### config.mk
export PLATFORM = sky130hd
export DESIGN_NAME = mem_bus_arbiter
export DESIGN_NICKNAME = d
export VERILOG_FILES = /design/src/rtl/mem_bus_arbiter.sv
export SDC_FILE = /design/constraint.sdc
export NUM_CORES = 1
export LEC_CHECK = 0
export BUFFER_PORTS_ARGS = -buffer_cell sky130_fd_sc_hd__buf_2
export CORE_MARGIN = 1.5
export CORE_UTILIZATION = 58
export CTS_BUF_LIST = sky130_fd_sc_hd__clkbuf_4 sky130_fd_sc_hd__clkbuf_8
export CTS_CLUSTER_DIAMETER = 200
export DETAILED_ROUTE_END_ITERATION = 12
export PLACE_DENSITY = 0.83
export SLEW_MARGIN = 20
export SYNTH_ARGS = -nofsm -noshare
export SYNTH_HDL_FRONTEND = slang
export SYNTH_SLANG_ARGS = --single-unit
### constraint.sdc
create_clock -name clk -period 4.63 [get_ports clk]
set_input_delay 0.2315 -clock clk [delete_from_list [all_inputs] [get_ports clk]]
set_output_delay 0.2315 -clock clk [all_outputs]
set_load 0.01 [all_outputs]
### src/rtl/mem_bus_arbiter.sv
// Two-port arbiter sharing one variable-latency memory bus between instruction fetch and data access.
// Optional macro ARB_ROUND_ROBIN_EN: ties alternate between ports instead of fixed data-port priority.
module mem_bus_arbiter (
    input  logic        clk,
    input  logic        reset,
    input  logic        instr_start,
    input  logic [31:0] instr_addr,
    output logic [31:0] instr_q,
    output logic        instr_done,
    input  logic        data_start,
    input  logic [31:0] data_addr,
    input  logic [31:0] data_d,
    input  logic        data_we,
    output logic [31:0] data_q,
    output logic        data_done,
    output logic        bus_start,
    output logic [31:0] bus_addr,
    output logic [31:0] bus_d,
    output logic        bus_we,
    input  logic [31:0] bus_q,
    input  logic        bus_done,
    output logic        busy
);

    typedef enum logic [0:0] {
        ST_IDLE = 1'b0,
        ST_WAIT = 1'b1
    } state_t;

    state_t      r_state;
    state_t      w_state_nxt;
    logic        r_pend_i;
    logic        r_pend_d;
    logic [31:0] r_addr_i;
    logic [31:0] r_addr_d;
    logic [31:0] r_d_d;
    logic        r_we_d;
    logic        r_gnt_data;
    logic        r_bus_start;
    logic [31:0] r_bus_addr;
    logic [31:0] r_bus_d;
    logic        r_bus_we;
    logic [31:0] r_instr_q;
    logic [31:0] r_data_q;
    logic        r_instr_done;
    logic        r_data_done;

    logic        w_acc_i;
    logic        w_acc_d;
    logic        w_cand_i;
    logic        w_cand_d;
    logic        w_pick_data;
    logic        w_grant;
    logic        w_finish;
    logic [31:0] w_win_addr;
    logic [31:0] w_win_d;
    logic        w_win_we;

    // A start is dropped while its port already holds a pending or in-flight request.
    assign w_acc_i  = instr_start & ~r_pend_i & ~((r_state == ST_WAIT) & ~r_gnt_data);
    assign w_acc_d  = data_start  & ~r_pend_d & ~((r_state == ST_WAIT) &  r_gnt_data);
    assign w_cand_i = r_pend_i | w_acc_i;
    assign w_cand_d = r_pend_d | w_acc_d;

`ifdef ARB_ROUND_ROBIN_EN
    logic r_last_data;
    assign w_pick_data = w_cand_d & (~w_cand_i | ~r_last_data);
`else
    assign w_pick_data = w_cand_d;
`endif

    // Bypass: a port with nothing pending is served straight from its start inputs.
    assign w_win_addr = w_pick_data ? (r_pend_d ? r_addr_d : data_addr)
                                    : (r_pend_i ? r_addr_i : instr_addr);
    assign w_win_d    = w_pick_data ? (r_pend_d ? r_d_d : data_d) : 32'd0;
    assign w_win_we   = w_pick_data ? (r_pend_d ? r_we_d : data_we) : 1'b0;

    // State register.
    always_ff @(posedge clk) begin
        if (reset) begin
            r_state <= ST_IDLE;
        end else begin
            r_state <= w_state_nxt;
        end
    end

    // Next-state and grant/finish decode; bus_done is ignored during the bus_start cycle.
    always_comb begin
        w_state_nxt = r_state;
        w_grant     = 1'b0;
        w_finish    = 1'b0;
        case (r_state)
            ST_IDLE: begin
                if (w_cand_i | w_cand_d) begin
                    w_grant     = 1'b1;
                    w_state_nxt = ST_WAIT;
                end else begin
                    w_state_nxt = ST_IDLE;
                end
            end
            ST_WAIT: begin
                if (bus_done & ~r_bus_start) begin
                    w_finish    = 1'b1;
                    w_state_nxt = ST_IDLE;
                end else begin
                    w_state_nxt = ST_WAIT;
                end
            end
            default: begin
                w_state_nxt = ST_IDLE;
            end
        endcase
    end

    // Capture registers, bus launch registers and completion outputs.
    always_ff @(posedge clk) begin
        if (reset) begin
            r_pend_i     <= 1'b0;
            r_pend_d     <= 1'b0;
            r_addr_i     <= 32'd0;
            r_addr_d     <= 32'd0;
            r_d_d        <= 32'd0;
            r_we_d       <= 1'b0;
            r_gnt_data   <= 1'b0;
            r_bus_start  <= 1'b0;
            r_bus_addr   <= 32'd0;
            r_bus_d      <= 32'd0;
            r_bus_we     <= 1'b0;
            r_instr_q    <= 32'd0;
            r_data_q     <= 32'd0;
            r_instr_done <= 1'b0;
            r_data_done  <= 1'b0;
        end else begin
            r_bus_start  <= w_grant;
            r_instr_done <= w_finish & ~r_gnt_data;
            r_data_done  <= w_finish &  r_gnt_data;

            if (w_grant & ~w_pick_data) begin
                r_pend_i <= 1'b0;
            end else if (w_acc_i) begin
                r_pend_i <= 1'b1;
                r_addr_i <= instr_addr;
            end

            if (w_grant & w_pick_data) begin
                r_pend_d <= 1'b0;
            end else if (w_acc_d) begin
                r_pend_d <= 1'b1;
                r_addr_d <= data_addr;
                r_d_d    <= data_d;
                r_we_d   <= data_we;
            end

            if (w_grant) begin
                r_bus_addr <= w_win_addr;
                r_bus_d    <= w_win_d;
                r_bus_we   <= w_win_we;
                r_gnt_data <= w_pick_data;
            end

            if (w_finish & r_gnt_data) begin
                r_data_q <= bus_q;
            end else if (w_finish) begin
                r_instr_q <= bus_q;
            end
        end
    end

`ifdef ARB_ROUND_ROBIN_EN
    // Last-grant register; resets to data so the first tie goes to instr.
    always_ff @(posedge clk) begin
        if (reset) begin
            r_last_data <= 1'b1;
        end else if (w_grant) begin
            r_last_data <= w_pick_data;
        end
    end
`endif

    assign instr_q    = r_instr_q;
    assign instr_done = r_instr_done;
    assign data_q     = r_data_q;
    assign data_done  = r_data_done;
    assign bus_start  = r_bus_start;
    assign bus_addr   = r_bus_addr;
    assign bus_d      = r_bus_d;
    assign bus_we     = r_bus_we;
    assign busy       = (r_state == ST_WAIT);

endmodule

# Word level (Yosys, flattened, before mapping)
# Index checks and enable logic that the tools add are counted.
classes:
  n_bitwise: 25
  mux: 13
  n_reduce_logical: 5
ops:
  columns: ["operator", "n"]
  rows:
  - ["$mux W32", 5]
  - ["$and A1 B1 Y1", 11]
  - ["$not A1 Y1", 11]
  - ["$mux W1", 7]
  - ["$reduce_and A2 Y1", 3]
  - ["$reduce_or A2 Y1", 2]
  - ["$or A1 B1 Y1", 3]
  - ["$pmux W1 S2", 1]
totals:
  reg_bits: 233
  wordCells: 59
  output_inout_bits: 133

# Logic depth before layout (Yosys ltp)
# Gate-level depths: netlist of run 1.
logic_depth:
  word_depth: 11
  depth_mapped: 6
  depth_no_buf: 3

# Least setup slack after synthesis of run 1
# Ideal clock, no wire load.
synth_path:
  kind: "register to register"
  from: "reg r_pend_i"
  to: "reg r_bus_addr[10] (netlist: bus_addr[10])"
  synth_period_minus_slack_ps: 1594
  t_arrival_ps: 1473
  stages_incl_launch_ff: 5
  slack_ps: 3036
  cell_sequence: "dfxtp_1 > buf_2 > clkbuf_1 > mux2_2 > a221o_1"
synth_via:
  elab_chain_len: 7
synth_lines:
  columns: ["element", "line", "text"]
  rows:
  - ["start, declared", "32", "logic r_pend_i;"]
  - ["start signal, assigned", "118", "r_pend_i <= 1'b0;"]
  - ["start signal, assigned", "139", "r_pend_i <= 1'b0;"]
  - ["start signal, assigned", "141", "r_pend_i <= 1'b1;"]
  - ["$not A1 Y1", "60", "assign w_acc_i = instr_start & ~r_pend_i & ~((r_state == ST_WAIT) & ~r_gnt_data);"]
  - ["$and A1 B1 Y1 (2 in series)", "60", null]
  - ["$or A1 B1 Y1", "62", "assign w_cand_i = r_pend_i | w_acc_i;"]
  - ["$or A1 B1 Y1", "94", "if (w_cand_i | w_cand_d) begin"]
  - ["$mux W1", "94", null]
  - ["$mux W1", "92", "case (r_state)"]
  - ["end signal, assigned", "155", "r_bus_addr <= w_win_addr;"]
  - ["end, declared", "40", "logic [31:0] r_bus_addr;"]
# Parallel ways exist; a longest one is shown, timed or not.
# A chain may end at the register's enable or synchronous reset.

# Worst setup path after layout of run 1
layout_path:
  from: "reg r_state (netlist: busy)"
  to: "reg r_d_d[18]"
layout_via:
  elab_chain_len: 10
layout_lines:
  columns: ["element", "line", "text"]
  rows:
  - ["start, declared", "30", "state_t r_state;"]
  - ["start signal, assigned", "83", "r_state <= w_state_nxt;"]
  - ["$and A1 B1 Y1 (on tied branches)", "60, 61", null]
  - ["$not A1 Y1 (on tied branches)", "60, 61", null]
  - ["$and A1 B1 Y1 (on tied branches)", "60, 61", null]
  - ["$or A1 B1 Y1 (on tied branches)", "62, 63", null]
  - ["$or A1 B1 Y1", "94", null]
  - ["$mux W1", "94", null]
  - ["$mux W1", "92", null]
  - ["$and A1 B1 Y1", "145", "if (w_grant & w_pick_data) begin"]
  - ["$not A1 Y1 (no source line)", null, null]
  - ["$reduce_and A2 Y1 (no source line) (*)", null, null]
  - ["end signal, assigned", "150", "r_d_d <= data_d;"]
  - ["end, declared", "36", "logic [31:0] r_d_d;"]
# Every way passes the cells marked *; elsewhere a longest branch is shown, timed or not.

==> results of run 1 <==
==> report_power, final <==
group	internal [W]	total [W]	leakage, nW	switching [W]
clock network	0.00119	0.00205	0.475	0.000864
registers	0.00212	0.00221	1.90	0.0000840
logic	0.000342	0.000718	3.06	0.000377
total	0.00365	0.00498	5.44	0.00132
==> layout by cell type, fill, tap and decap left out, drive strengths merged <==
master	n
a21oi	166
a221o	32
and4b	1
and4bb	2
buf	279
bufinv	2
clkbuf	60
clkinv	8
clkinvlp	1
dfxtp	233
diode	1
dlygate4sd3	129
inv	3
mux2	65
mux2i	64
nand2	291
nand2b	65
nand4b	1
nand4bb	2
nor2	6
nor3	34
nor3b	1
nor4	2
nor4bb	1
o21ai	34
o21ba	2
o21bai	1
or2	2
==> worst max-delay path, cell delays in order, from the launching register on <==
cell and delay, ns:
dfxtp_1 0.30, buf_4 0.41, and4bb_2 1.00, buf_4 0.44
nand2_1 0.16, a21oi_1 0.20
==> kinds of logic (layout without fill, tap and decap cells) <==
kind of cell           Yosys count  in the layout  synth area share
AOI/OAI and AO/OA              235            235            0.1392
muxes                          129            129            0.1416
and+or+nand+nor                408            408            0.1889
DFF                            233            233            0.4813
other                            0              1                 0
buffers and inverters           99            482           0.04894
==> cell usage after synthesis, drive strengths merged <==
| master | n |
|---|---|
| o21ai | 34 |
| nor4 | 2 |
| nand4b | 1 |
| nand2 | 291 |
| nor3 | 34 |
| o21ba | 2 |
| and4b | 1 |
| nor3b | 1 |
| clkbuf | 56 |
| mux2i | 64 |
| dfxtp | 233 |
| nor2 | 6 |
| nand4bb | 2 |
| nand2b | 65 |
| mux2 | 65 |
| or2 | 2 |
| buf | 41 |
| inv | 2 |
| a21oi | 166 |
| and4bb | 2 |
| nor4bb | 1 |
| o21bai | 1 |
| a221o | 32 |
==> how the worst max path moves through the flow <==
stage | from | endpoint | slack, ns
final | busy | r_d_d[18] | 2.01
after global routing | busy | r_d_d[18] | 1.91
after CTS | r_pend_d | r_addr_i[7] | 1.77
after detailed placement | r_pend_d | r_addr_i[13] | 1.79
after global placement | r_pend_d | r_addr_i[19] | 1.88
after floorplan | r_pend_i | bus_addr[10] | 3.04
==> state kept, by name, indices dropped and copies added, names as in the netlist <==
signal and count:
r_pend_d 1, bus_we 1, r_we_d 1, instr_q 32
data_done 1, r_addr_d 32, r_pend_i 1, busy 1
r_gnt_data 1, r_addr_i 32, instr_done 1, bus_d 32
bus_addr 32, data_q 32, r_d_d 32, bus_start 1
==> final cells by class <==
cell class                      instances  area (sq um)
Clock buffer                           60         775.7
Fill cell                            1025          3258
Sequential cell                       233          4669
Clock inverter                         12         116.4
Timing Repair Buffer                  408          2766
Tap cell                              220         275.3
Inverter                                2         7.507
Antenna cell                            1         2.502
Multi-Input combinational cell        772          4594
==> stage by stage <==
step | hold WS (ns) | power, W
finish | 0.08792 | 0.004978
detailed placement | 0.4434 | 0.002844
floorplan | 0.3675 | 0.002621
CTS | 0.06805 | 0.004942
global placement | 0.4382 | 0.002825
global route | 0.1309 | 0.005144
==> routing by layer <==
| layer | GRT usage | share of wire | up-vias |
|---|---|---|---|
| li1 | - | - | 4459 |
| met1 | 0.3857 | 0.39 | 4507 |
| met4 | 0.1392 | 0.034 | 0 |
| met2 | 0.5849 | 0.50 | 475 |
| met5 | 0 | 0 | - |
| met3 | 0.07497 | 0.075 | 83 |
==> impl_results.md, run 1 <==
- Result of the run: complete, no violations
- Worst reg2reg path startpoint: busy
- Maximum fanout encountered on the critical timing path: 49
- Clock transition at the registers of the reported paths: 0.06 ns
- Count of instances resized after the clock tree is built: 0
- Total die area: between 15000 and 20000 sq um
- Post-layout minimum cycle time: around 2.6 ns
- First-iteration detailed-routing DRC count: roughly 800
- Clk Latency, worst-skew pair: ~0.53 ns
- Mapped Area: slightly below 10000 sq um
- CTS hold repair buffers: ~130
- Net count of the mapped netlist: around 1200
- Minimum setup slack in the final design: just over 2 ns
- Cell area after layout: approximately 13000 sq um
- Last weighted congestion value of the routability-driven placer: slightly above 0.8
- Final cycle utilization of the critical path: 0.5649
- Number of distinct library cells after synthesis: 28
- Max-slew headroom at the worst pin: 0.2927
- Cell total after placement: around 1500
- Row cnt: 47
- Number of port buffers: 266
- Maximum clock frequency: between 300 and 400 MHz
- Total vias in the final route: about 9500
- Endpoint with the worst hold slack: r_pend_i
- Leakage power of the design: between 5 and 6 nW
- Unrepaired setup endpoints after global routing: no
- Register area share after synthesis: 0.4813
- Post-Route Skew: 0.01529 ns
- Most area-consuming cells after synthesis: dfxtp_1 (48%), nand2_1 (11%), a21oi_1 (8.6%)
- Setup slack of the most critical reg-to-reg path: between 2 and 2.5 ns
- Final design utilization: 0.8021
- Number of H-tree levels: 2
- Setup crit start kind: flip-flop
- R2R depth: 5
- Hold Crit Start: instr_start
- Antenna-violating nets left: 0
- Congestion Overflow GR: 0
- Max-capacitance violation count: 0
- Via count of the first global-routing pass: 9578
- Drt total wl: slightly above 30 mm
- Post-DP HPWL: 15.75 mm
- Die outline width: 132.3 um
- Data arrival time of the critical path: ~3.1 ns
- Final routed wire length divided by cell count: ~18 um
- Number of buffers created by CTS: 39
- Register bit total from synthesis: roughly 230
- Antenna violations before repair: 1
- Power density over cell area: roughly 380 nW/um^2
- Vertical extent of the die: around 130 um
- Detailed-routing iteration count for the pre-antenna-repair pass: 5
- Pin count of the biggest net entering global routing: roughly 130
- Buffers inserted by post-CTS timing repair: 0
- Number of standard cells in the final layout excluding fillers: between 1500 and 2000
- TritonCTS sink count: 233
- Via density: around 5.6
- Required time reported for the critical path endpoint: around 5.1 ns
- Overall fraction of global-route tracks in use: 0.3308
- Final hold violation count: 0
- Fraction of synthesized cell area taken by the top area cell type: 0.4813
- Synthesis warning total: 0
- Area of the core: roughly 16000 sq um
- Instance area at placement: 10960 sq um
- Setup violations, final: 0
- Starting utilization of the core area: 0.5885
- Mean area per synthesized cell: just under 9 sq um
- Root buffer selected by CTS: clkbuf_8
- Crit end category: flip-flop
- Drc violations: 0
- Slew at the pin closest to its max-slew limit: 1.058 ns
- Class of the most critical hold timing path: in -> reg
- Post-synth top area cell: dfxtp_1
- Synthesis-to-layout area growth: 36.29%
- Worst hold stages: 3
- First-pass GRT wire length: ~47 mm
- Reg2reg end: r_d_d[18]
- Clock tree from TritonCTS: done
- Pre-CTS worst setup slack: 1.791 ns
- Worst VDD drop: between 300 and 400 uV
- CP Class: reg -> reg
- Top-Level Pins: ~270
- Post-Route Setup TNS: 0 ns
- Share of cells above drive strength 1: 0.2872
- Synthesized instance count: approximately 1100
- Buffer depth of the longest clock path: 3
- Number of nets in the layout: about 1600
- Max Transition Viols Final: 0
Power figures use the tool's default switching activity.
==> inputs of run 2 (changes only) <==
CORE_UTILIZATION = 54   (was 58)
PLACE_DENSITY = 0.78   (was 0.83)
clock period = 2.7 ns   (was 4.63 ns; I/O delays follow)
==> run 2 against run 1 <==
Clock skew up 0.0042 ns. Combinational power up 73%. Design area about the same. Die area up 7.2%.
==> impl_results.md, run 2 (synthesized netlist as in run 1, its figures left out) <==
- Buffer depth of the longest clock path: 3 (unchanged)
- Die outline width: 137.0 um (+3.6%)
- Met1 layer usage reported by global route: 0.3549 (-0.03075)
- Drc violations: 0 (unchanged)
- Gate family responsible for the most delay along the worst path: simple AND/OR/NAND/NOR gates
- CP Class: reg -> reg
- Setup crit start kind: flip-flop
- Slowest-stage cell, CP: and4bb_2
- Number of H-tree levels: 2 (unchanged)
- Via count of the first global-routing pass: 9376 (-2.1%)
- Result of the run: complete, no violations
- Count of instances resized after the clock tree is built: 0 (unchanged)
- Antenna violations before repair: 2 (+1)
- Maximum clock frequency: 458.5 MHz (+20%)
- Detailed-routing iteration count for the pre-antenna-repair pass: 5 (unchanged)
- Congestion Overflow GR: 0 (unchanged)
- Crit end category: flip-flop
- Number of nets in the layout: 1600 (+0.63%)
- Antenna-violating nets left: 0 (unchanged)
- Required time reported for the critical path endpoint: 3.13 ns (-1.94 ns)
- Post-Route Skew: 0.01953 ns (+0.004242 ns)
- Max Transition Viols Final: 0 (unchanged)
- Top-Level Pins: 267 (unchanged)
- Leading cell type in the layout, fill and taps excluded: nand2_1
- First-iteration detailed-routing DRC count: 561 (-30%)
- Clk Latency, worst-skew pair: 0.53 ns (about the same)
- Class of the most critical hold timing path: in -> reg
- Row cnt: 48 (+2.1%)
- Root buffer selected by CTS: clkbuf_8
- Cell area after layout: 13200 sq um (about the same)
- Number of port buffers: 266 (unchanged)
- Critical-path cell list: and4bb_2 -> buf_4 -> nand2_1 -> a21oi_1
- Total of fill cells in the finished design: 1223 (+19%)
- Vertical extent of the die: 137.0 um (+3.6%)
- Pin count of the biggest net entering global routing: 234 (+84%)
- First-pass GRT wire length: 45.71 mm (-3.4%)
- Share of cells above drive strength 1: 0.2892 (+0.002001)
- Area of the core: 17420 sq um (+5.8%)
- Post-layout minimum cycle time: 2.181 ns (-0.4346 ns)
- Instance area at placement: 11080 sq um (+1.0%)
- Total die area: 18760 sq um (+7.2%)
- Data arrival time of the critical path: 2.61 ns (-0.45 ns)
- Post-Route Setup TNS: 0 ns (unchanged)
- Max-slew headroom at the worst pin: 0.2785 (-0.01427)
- Number of buffers created by CTS: 39 (unchanged)
- Most frequent cells in the layout: nand2_1 (291), buf_2 (265), dfxtp_1 (231), a21oi_1 (166), dlygate4sd3_1 (131)
- Clock tree from TritonCTS: done
- Overall fraction of global-route tracks in use: 0.3034 (-0.02735)
- Unrepaired setup endpoints after global routing: no
- Clock transition at the registers of the reported paths: 0.07 ns (about the same)
- Max-capacitance violation count: 0 (unchanged)
- Power density over cell area: 622.8 nW/um^2 (+65%)
- Final hold violation count: 0 (unchanged)
- Total vias in the final route: 9362 (-1.7%)
- Busiest layer in global routing: met2
- Slew at the pin closest to its max-slew limit: 1.082 ns (+0.02381 ns)
- Number of standard cells in the final layout excluding fillers: 1721 (+0.76%)
- Global routing met3 resource utilization: 0.07704 (+0.002066)
- Worst VDD drop: 495.9 uV (+63%)
- Via density: 5.440 (-2.4%)
- Met2 track utilization from global routing: 0.5307 (-0.05422)
- Buffering stage count on the worst path with inverters included: 1 (-1)
- Starting utilization of the core area: 0.5564 (-0.03213)
- Maximum fanout encountered on the critical timing path: 50 (+2.0%)
- Cell total after placement: 1519 (+1.0%)
- Final routed wire length divided by cell count: 17.02 um (-3.6%)
- Post-DP HPWL: 16.34 mm (+3.8%)
- Leakage power of the design: 5.441 nW (about the same)
- Synthesis-to-layout area growth: 36.22% (about the same)
- Worst path max stage delay: 0.62 ns (-0.38 ns)
- TritonCTS sink count: 233 (unchanged)
- Setup violations, final: 0 (unchanged)
- Final cycle utilization of the critical path: 0.8078 (+0.2429)
- Drt total wl: 29.29 mm (-2.9%)
- Post-layout power: 0.008221 W (+65%)
- Last weighted congestion value of the routability-driven placer: 0.7966 (-2.4%)
run 2: cell count changes in the layout (fill, tap and decap cells not counted), sizes merged:
cell,delta
clkinv,+1
bufinv,-2
clkbuf,-2
diode,+1
buf,+8
dlygate4sd3,+2
run 2: worst paths after layout:
path | startpoint | endpoint | slack, ns | cells after the start
setup reg to reg | r_pend_d | r_addr_d[2] | 0.52 | 4
hold / removal | data_start | r_pend_d | 0.04 | 3
hold reg to reg | instr_q[2] | instr_q[2] | 0.45 | 2
setup / recovery | r_pend_d | r_addr_d[2] | 0.52 | 4
run 2: final cells by class:
class / count / area (sq um) / share of cell area
flip-flops and latches: 233 / 4669 / 0.3537
inverters: 2 / 7.507 / 0.0005687
well taps: 225 / 281.5 / 0.02133
clock inverters: 11 / 65.06 / 0.004929
clock buffers: 58 / 742.0 / 0.05621
diodes: 2 / 5.005 / 0.0003791
multi-input cells: 772 / 4586 / 0.3474
repair buffers: 418 / 2844 / 0.2154
run 2: tightest hold or removal path: stages:
cell and delay [ns]:
buf_2 0.18, a21oi_1 0.16, nor3b_1 0.05
run 2: power by group:
part	switching [W]	internal, W	leakage, nW
Combinational	0.000642	0.000601	3.11
Clock	0.00143	0.00177	0.434
Sequential	0.000137	0.00364	1.90
run 2: stage by stage:
stage | util | hold slack [ns] | worst slack [ns]
after CTS | 0.7576 | 0.01945 | 0.5888
after floorplan | - | 0.2710 | 1.106
final | 0.7579 | 0.04330 | 0.5189
after global routing | 0.7579 | 0.03278 | 0.3890
after global placement | 0.6360 | 0.3844 | 0.6830
after detailed placement | 0.6360 | 0.3927 | 0.6385
run 2: metal layers:
metal	vias up	share of wire	wire, um
li1	4471	-	-
met1	4443	0.40	11760
met2	379	0.50	14560
met3	69	0.076	2238
met4	0	0.025	726
met5	-	0	0
run 2: what timing repair did:
| action | CTS | global route |
|---|---|---|
| hold endpoints to repair | 195 | 0 |
| hold buffers | 131 | 0 |
| buffers inserted | 0 | 0 |
==> inputs of run 3 (changes only) <==
CORE_UTILIZATION = 49   (was 54)
PLACE_DENSITY = 0.74   (was 0.78)
clock period = 2 ns   (was 2.7 ns; I/O delays follow)
==> run 3 against run 2 <==
Critical path type unchanged. Highest routed layer is now met5. Via count is 1.7% lower. Design area is 0.94% higher. Core utilization is 7.1 points lower.
==> impl_results.md, run 3 (synthesized netlist as in run 1, its figures left out) <==
- Top-Level Pins: 267 (unchanged)
- Worst VDD drop: 587.6 uV (+19%)
- Detailed-routing iteration count for the pre-antenna-repair pass: 5 (unchanged)
- Post-DP HPWL: 16.49 mm (+0.87%)
- Busiest layer in global routing: met2
- Post-Route Skew: 0.02019 ns (+0.0006527 ns)
- Last weighted congestion value of the routability-driven placer: 0.7970 (about the same)
- Via density: 5.222 (-4.0%)
- Clk Latency, worst-skew pair: 0.52 ns (about the same)
- Max-capacitance violation count: 0 (unchanged)
- Post-layout minimum cycle time: 1.578 ns (-0.6035 ns)
- Global routing met3 resource utilization: 0.06498 (-0.01206)
- Overall fraction of global-route tracks in use: 0.2679 (-0.03551)
- Antenna violations before repair: 1 (-1)
- Result of the run: complete, no violations
- Ant diodes: 0 (-2)
- Drt total wl: 28.53 mm (-2.6%)
- Final routed wire length divided by cell count: 16.18 um (-4.9%)
- Post-Route Setup TNS: 0 ns (unchanged)
- First-iteration detailed-routing DRC count: 454 (-19%)
- Die outline width: 143.6 um (+4.9%)
- Vertical extent of the die: 143.6 um (+4.9%)
- First-pass GRT wire length: 44.17 mm (-3.4%)
- Reg2reg end: r_addr_i[13]
- Met2 track utilization from global routing: 0.4709 (-0.05981)
- Met1 layer usage reported by global route: 0.3144 (-0.04053)
- Cell total after placement: 1562 (+2.8%)
- Pin count of the biggest net entering global routing: 186 (-21%)
- Starting utilization of the core area: 0.4995 (-0.05685)
- Buffer depth of the longest clock path: 3 (unchanged)
- Drc violations: 0 (unchanged)
- Worst hold stages: 3 (unchanged)
- Congestion Overflow GR: 0 (unchanged)
- Setup slack of the most critical reg-to-reg path: 0.42 ns (-0.10 ns)
- Synthesis-to-layout area growth: 37.49%
- Row cnt: 51 (+6.3%)
- Required time reported for the critical path endpoint: 2.44 ns (-0.69 ns)
- Hold Crit Start: reset
- Endpoint with the worst hold slack: r_gnt_data
- Clock tree from TritonCTS: done
- Clock transition at the registers of the reported paths: 0.07 ns (about the same)
- Worst-case hold slack: 0.1367 ns (+0.09336 ns)
- Share of cells above drive strength 1: 0.2911 (+0.001898)
- Most frequent cells in the layout: nand2_1 (291), buf_2 (265), dfxtp_1 (230), a21oi_1 (166), dlygate4sd3_1 (132)
- Number of H-tree levels: 2 (unchanged)
- Leading cell type in the layout, fill and taps excluded: nand2_1
- Max-slew headroom at the worst pin: 0.5151 (+0.2366)
- Maximum fanout encountered on the critical timing path: 32 (-36%)
- Maximum clock frequency: 633.9 MHz (+38%)
- Number of nets in the layout: 1604 (+0.25%)
- Worst reg2reg path startpoint: r_gnt_data
- Number of buffers created by CTS: 39 (unchanged)
- Max Transition Viols Final: 0 (unchanged)
- Setup crit start kind: flip-flop
- TritonCTS sink count: 233 (unchanged)
- Antenna-violating nets left: 0 (unchanged)
- Class of the most critical hold timing path: in -> reg
- Number of port buffers: 266 (unchanged)
- Final design utilization: 0.6869 (-0.07105)
- Data arrival time of the critical path: 2.02 ns (-0.59 ns)
- Power density over cell area: 835.6 nW/um^2 (+34%)
- Root buffer selected by CTS: clkbuf_8
- Setup violations, final: 0 (unchanged)
- Final cycle utilization of the critical path: 0.7888 (-0.01900)
- Total vias in the final route: 9207 (-1.7%)
- CP Class: reg -> reg
- Slew at the pin closest to its max-slew limit: 0.7274 ns (-0.3549 ns)
- Total die area: 20630 sq um (+10%)
- Via count of the first global-routing pass: 9197 (-1.9%)
- Final hold violation count: 0 (unchanged)
- Number of standard cells in the final layout excluding fillers: 1763 (+2.4%)
- Area of the core: 19400 sq um (+11%)
- R2R depth: 4 (unchanged)
- Unrepaired setup endpoints after global routing: no
- Leakage power of the design: 5.471 nW (+0.55%)
- Crit end category: flip-flop
[run 3: cell count changes in the layout (fill, tap and decap cells not counted)]
cell           before  now
buf_12              3    6
clkbuf_4            9   17
clkbuf_8           49   48
clkinv_2            8    2
clkinv_4            1    0
dfxtp_1           231  230
dfxtp_2             1    2
diode_2             2    0
dlygate4sd3_1     131  132
[run 3: final cells by class]
cell class / count / area (sq um)
fill: 1518 / 6075
sequential: 233 / 4671
multi-input combinational: 772 / 4586
timing repair buffer: 422 / 2914
clock buffer: 65 / 788.3
tap: 265 / 331.6
clock inverter: 4 / 26.28
inverter: 2 / 7.507
[run 3: metal layers]
layer | wire length (um) | share of wire
met5 | 12 | 0.00042
met4 | 651 | 0.023
met3 | 1850 | 0.065
met2 | 14140 | 0.50
met1 | 11870 | 0.42
[run 3: power breakdown]
| group | internal [W] | switching, W | leakage, nW |
|---|---|---|---|
| clock | 0.00248 | 0.00187 | 0.436 |
| sequential | 0.00492 | 0.000166 | 1.90 |
| combinational | 0.000824 | 0.000874 | 3.13 |
[run 3: metrics by stage]
| stage | worst slack (ns) | power (W) | area (sq um) |
|---|---|---|---|
| floorplan | 0.4057 | 0.006069 | 9691 |
| global placement | 0.4698 | 0.006597 | 11190 |
| detailed placement | 0.4623 | 0.006635 | 11190 |
| CTS | 0.4459 | 0.01119 | 13320 |
| global route | 0.3431 | 0.01161 | 13320 |
| finish | 0.4224 | 0.01113 | 13320 |
[run 3: how the worst max path moves through the flow]
| stage | from | to | slack (ns) | cells after the start |
|---|---|---|---|---|
| finish | r_gnt_data | r_addr_i[13] | 0.42 | 4 |
| global route | busy | r_d_d[11] | 0.34 | 4 |
| CTS | r_pend_i | bus_addr[30] | 0.45 | 3 |
| detailed placement | r_gnt_data | r_addr_i[25] | 0.46 | 4 |
| global placement | r_pend_i | bus_addr[30] | 0.47 | 3 |
| floorplan | r_pend_i | bus_addr[10] | 0.41 | 4 |
[run 3: timing repair]
action | CTS | global route
buffers inserted | 0 | 0
endpoints found under the hold margin | 220 | 0
hold buffers | 132 | 0
gates resized for setup | 0 | 0
[run 3: worst max-delay path, cell delays in order, from the launching register on]
cell	delay, ns
dfxtp_1	0.50
nand2b_1	0.18
and4bb_2	0.27
buf_12	0.25
mux2i_1	0.27
